==> config.mk <==
export PLATFORM = sky130hd
export DESIGN_NAME = alu_op_sequencer
export DESIGN_NICKNAME = d
export VERILOG_FILES = /design/src/rtl/alu_op_sequencer.sv
export SDC_FILE = /design/constraint.sdc
export NUM_CORES = 1
export LEC_CHECK = 0
export CORE_AREA = 2 2 42 44
export DETAILED_ROUTE_END_ITERATION = 10
export DIE_AREA = 0 0 44 46
export DONT_BUFFER_PORTS = 1
export GPL_TIMING_DRIVEN = 0
export PLACE_DENSITY = 0.68
export SLEW_MARGIN = 10
export SYNTH_ARGS = -nofsm -noshare
export SYNTH_HDL_FRONTEND = slang
export SYNTH_SLANG_ARGS = --single-unit
==> constraint.sdc <==
create_clock -name iClock -period 2.2 [get_ports iClock]
set_input_delay 0.44 -clock iClock [delete_from_list [all_inputs] [get_ports iClock]]
set_output_delay 0.44 -clock iClock [all_outputs]
set_load 0.02 [all_outputs]
==> src/rtl/alu_op_sequencer.sv <==
// alu_op_sequencer: multi-cycle ALU controller.
// One opcode per start/busy/done transaction; rotates repeat N times.
module alu_op_sequencer #(
  parameter int ROT_CNT_W = 3
) (
  input  logic                 iClock,
  input  logic                 iReset,
  input  logic                 iStart,
  input  logic [3:0]           iOpcode,
  input  logic [ROT_CNT_W-1:0] iRotCount,
  input  logic [7:0]           iALU,
  output logic                 oAdd,
  output logic                 oSub,
  output logic                 oAND,
  output logic                 oOR,
  output logic                 oXOR,
  output logic                 oInc,
  output logic                 oDec,
  output logic                 oRotL,
  output logic                 oRotR,
  output logic                 oLoadB,
  output logic                 oLoadAcc,
  output logic                 oBusy,
  output logic                 oDone,
  output logic                 oIllegal,
  output logic                 oZero,
  output logic                 oSign
);

  typedef enum logic [2:0] {
    S_IDLE,
    S_LOAD_B,
    S_EXEC,
    S_WB,
    S_DONE
  } state_t;

  state_t                 r_state;
  state_t                 w_next;
  logic [3:0]             r_op;
  logic [ROT_CNT_W-1:0]   r_cnt;
  logic                   w_rot;
  logic                   w_illegal;
  logic                   w_again;
  logic                   w_ctl_en;

  assign w_rot     = (r_op == 4'd7) || (r_op == 4'd8);
  assign w_illegal = (r_op > 4'd8);
  assign w_again   = w_rot && (r_cnt > ROT_CNT_W'(1));

  always_ff @(posedge iClock or negedge iReset) begin
    if (!iReset) begin
      r_state <= S_IDLE;
    end else begin
      r_state <= w_next;
    end
  end

  always_ff @(posedge iClock or negedge iReset) begin
    if (!iReset) begin
      r_op  <= '0;
      r_cnt <= '0;
    end else if (r_state == S_IDLE && iStart) begin
      r_op  <= iOpcode;
      r_cnt <= iRotCount;
    end else if (r_state == S_WB && w_again) begin
      r_cnt <= r_cnt - ROT_CNT_W'(1);
    end
  end

  // Flags follow the ALU result only on the accumulator write.
  always_ff @(posedge iClock or negedge iReset) begin
    if (!iReset) begin
      oZero <= 1'b0;
      oSign <= 1'b0;
    end else if (r_state == S_WB) begin
      oZero <= (iALU == 8'h00);
      oSign <= iALU[7];
    end
  end

  always_comb begin
    w_next = r_state;
    unique case (r_state)
      S_IDLE: begin
        if (iStart) begin
          if (iOpcode <= 4'd4) begin
            w_next = S_LOAD_B;
          end else if (iOpcode <= 4'd6) begin
            w_next = S_EXEC;
          end else if (iOpcode <= 4'd8) begin
            w_next = (iRotCount != '0) ? S_EXEC : S_DONE;
          end else begin
            w_next = S_DONE;
          end
        end
      end
      S_LOAD_B: w_next = S_EXEC;
      S_EXEC:   w_next = S_WB;
      S_WB:     w_next = w_again ? S_EXEC : S_DONE;
      S_DONE:   w_next = S_IDLE;
      default:  w_next = S_IDLE;
    endcase
  end

  assign w_ctl_en = (r_state == S_EXEC) || (r_state == S_WB);

  always_comb begin
    oAdd  = 1'b0;
    oSub  = 1'b0;
    oAND  = 1'b0;
    oOR   = 1'b0;
    oXOR  = 1'b0;
    oInc  = 1'b0;
    oDec  = 1'b0;
    oRotL = 1'b0;
    oRotR = 1'b0;
    if (w_ctl_en) begin
      case (r_op)
        4'd0:    oAdd  = 1'b1;
        4'd1:    oSub  = 1'b1;
        4'd2:    oAND  = 1'b1;
        4'd3:    oOR   = 1'b1;
        4'd4:    oXOR  = 1'b1;
        4'd5:    oInc  = 1'b1;
        4'd6:    oDec  = 1'b1;
        4'd7:    oRotL = 1'b1;
        4'd8:    oRotR = 1'b1;
        default: ;
      endcase
    end
  end

  assign oLoadB   = (r_state == S_LOAD_B);
  assign oLoadAcc = (r_state == S_WB);
  assign oBusy    = (r_state != S_IDLE);
  assign oDone    = (r_state == S_DONE);
  assign oIllegal = (r_state == S_DONE) && w_illegal;

endmodule

==> results of run 1 <==
==> power by group through the flow <==
stage          Clock (mW)  Combinational (mW)  Sequential (mW)
3_3_place_gp            0               0.645            0.414
6_report            0.173               0.706            0.416
5_1_grt             0.190               0.789            0.434
3_5_place_dp            0               0.660            0.419
2_1_floorplan           0               0.573            0.396
4_1_cts             0.179               0.676            0.414
==> per-stage QoR <==
step,instance area (µm²),util (%)
4_1_cts,906,56.1
3_5_place_dp,852,52.8
3_3_place_gp,852,52.8
2_1_floorplan,831,-
5_1_grt,927,57.4
6_report,927,57.4
==> area by class of cell <==
cell class,count,area share [%]
plain buffers,5,3.24
clock buffers,4,3.91
inverters,6,2.43
multi-input cells,80,54.7
flip-flops and latches,12,32.4
well taps,17,2.29
repair buffers,1,1.08
==> cell usage after synthesis, types with 2 or more instances <==
cell      count
nor4_1        3
nor2_1       13
nor3_1        4
o21ai_0       7
dfrtp_1      12
nand3_1       2
nor2b_1       3
and2_1        2
nand2_1      17
a21oi_1       3
clkbuf_1      2
ha_1          2
inv_1         6
nand2b_1      2
==> cells in the final DEF, fill, tap and decap left out, types with 2 or more instances in the layout <==
cell	n
nor3_1	2
nand3_1	2
nor2b_1	3
clkbuf_1	2
nor2_1	10
inv_1	6
nor4_1	3
dfrtp_1	12
o21ai_0	7
clkbuf_4	3
nand2_1	17
nor2_2	3
nand2b_1	2
ha_1	2
or3_4	2
and2_1	2
a21oi_1	3
==> final timing paths <==
path,cells past startpoint,slack (ns),from,endpoint
worst max-delay path,3,0.09,r_state[2],oAdd
worst min-delay path,2,0.28,iOpcode[1],r_op[1]
worst max register to register,5,0.32,r_op[0],r_cnt[2]
worst min register to register,2,0.57,r_state[0],r_state[0]
max in group asynchronous,1,1.23,iReset,r_state[0]
min in group asynchronous,1,0.60,iReset,r_cnt[2]
==> per-layer routing <==
layer,share of wire (%),track usage [%]
met5,0,0
met4,1.1,7.27
met3,5.9,4.76
met2,47,32.4
met1,46,25.2
==> cells by family after synthesis <==
| kind of cell | count (synthesis) | synth area share, % |
|---|---|---|
| muxes | 2 | 2.56 |
| AOI/OAI and AO/OA | 19 | 15.2 |
| xor gates and xnor gates | 1 | 1.05 |
| DFF | 12 | 36.1 |
| buffers and inverters | 11 | 6.33 |
| adders and majority gates | 2 | 3.01 |
| and+or+nand+nor | 56 | 35.7 |
==> state kept, by name, summed over array words and instances, names as in the netlist <==
signal,flops
r_op,4
oZero,1
r_cnt,3
r_state,3
oSign,1
==> repair_timing <==
action	in CTS	in global routing
endpoints found under the setup margin	1	5
hold endpoints to repair	12	0
setup buffers	0	0
pin swaps	0	1
gates resized for setup	2	5
hold buffers	1	0
==> critical path, cell delays in order (launching register included) <==
cell and delay [ns]:
dfrtp_1 0.46, or2b_1 0.29, or3_4 0.38, nor3_4 0.28
==> impl_metrics.json, run 1 <==
{
  "status": "complete, no violations",
  "place_inst": 120,
  "clock_sinks": 12,
  "design.die.area_um2": 2020,
  "synth_area_leader_cell": "dfrtp_1",
  "place_congestion": 0.759,
  "power_frac_clock_pct": 13.4,
  "die_w_um": 44,
  "grt_setup_unrepaired": "no",
  "cts_max_level": 1,
  "p_int_mw": 0.701,
  "grt_max_degree": 13,
  "worst_pin_slew_ns": 0.668,
  "cts_buffer_depth": 2,
  "final_nets": 129,
  "cp.arrival_ns": 1.67,
  "final.setup.tns_ns": 0,
  "ir_worst_vdd_uv": 502,
  "layout-drive-gt1-share_pct": 15.7,
  "yosys-top-cells-area": "dfrtp_1 36%, nand2_1 7.7%, nor2_1 5.9%",
  "first_global_vias": 696,
  "clock_skew_ns": 0.00592,
  "synth_nets": 123,
  "seq_power_share_pct": 32.1,
  "clk_latency_ns": 0.27,
  "avgSynthCellArea_um2": 8.07,
  "period_minus_slack_ns": 2.11,
  "path_clk_slew_ns": 0.08,
  "grt.overflow.total": 0,
  "drt_iter0_drc": 13,
  "syn_to_final_growth_pct": 11.6,
  "worst_ep_required_time_ns": 1.76,
  "cellLeakagePower_nw": 0.406,
  "crit_fanout": 9,
  "diodes": 0,
  "ys_async_sr_fraction_pct": 100,
  "combPwrFrac_pct": 54.5,
  "worst-setup-path-type": "flip-flop to output pin",
  "fill_cells": 169,
  "pre_cts_slack_ns": 0.158,
  "synth_top_area_share_pct": 36.1,
  "hold_class": "primary input to flip-flop",
  "switchingPower_mw": 0.594,
  "ys_warn_count": 0,
  "fin_ws_ns": 0.0861,
  "switching_share_pct": 45.8,
  "cts_made_buffers": 3,
  "start_util_pct": 51.5,
  "vias_per_cell": 5.78,
  "p_per_area_nw_per_um2": 1400,
  "io_pins": 34,
  "synth_ff_type": "dfrtp_1",
  "ys_types": 39,
  "synth_edf_count": 0,
  "antenna_found_initial": 0,
  "fmax_mhz": 473,
  "cts_root_buffer": "clkbuf_4",
  "finalSetupViolCount": 0,
  "finalNonFillerCells": 125,
  "multiInputGateArea_um2": 507,
  "vias": 722,
  "post-dp-hpwl_um": 1360,
  "hold_viol_final": 0,
  "drv_cap": 0,
  "seq_area_um2": 300,
  "p_total_mw": 1.29,
  "port_buffers": 0,
  "wl_per_cell_um": 14.0,
  "ys_seq_elements": 12,
  "min_period_over_period_pct": 96.1,
  "cp-start-kind": "flip-flop",
  "drc": 0,
  "postRouteWirelength_um": 1750,
  "drt.antenna.violating_nets": 0,
  "cts_tree": "built",
  "syn_inst": 103,
  "die_h_um": 46,
  "slew_viol_final": 0,
  "hold_ws_ns": 0.280,
  "seq_area_frac_synth_pct": 36.1,
  "rows": 15,
  "setup.worst_path.end_class": "output pin",
  "syn_area_um2": 831,
  "core_um2": 1610,
  "dr.pass1.iters": 4,
  "slew_headroom_pct": 55.4,
  "track_usage_pct": 19.7,
  "grt_first_pass_wirelength_um": 2920
}
Power figures use the tool's default switching activity.
==> run 2, diff against run 1 <==
HOLD_SLACK_MARGIN = 0.12   (was unset)
SLEW_MARGIN = 25   (was 10)
==> results of run 2 <==
The final DEF is identical to that of run 1; final timing and power are the same.
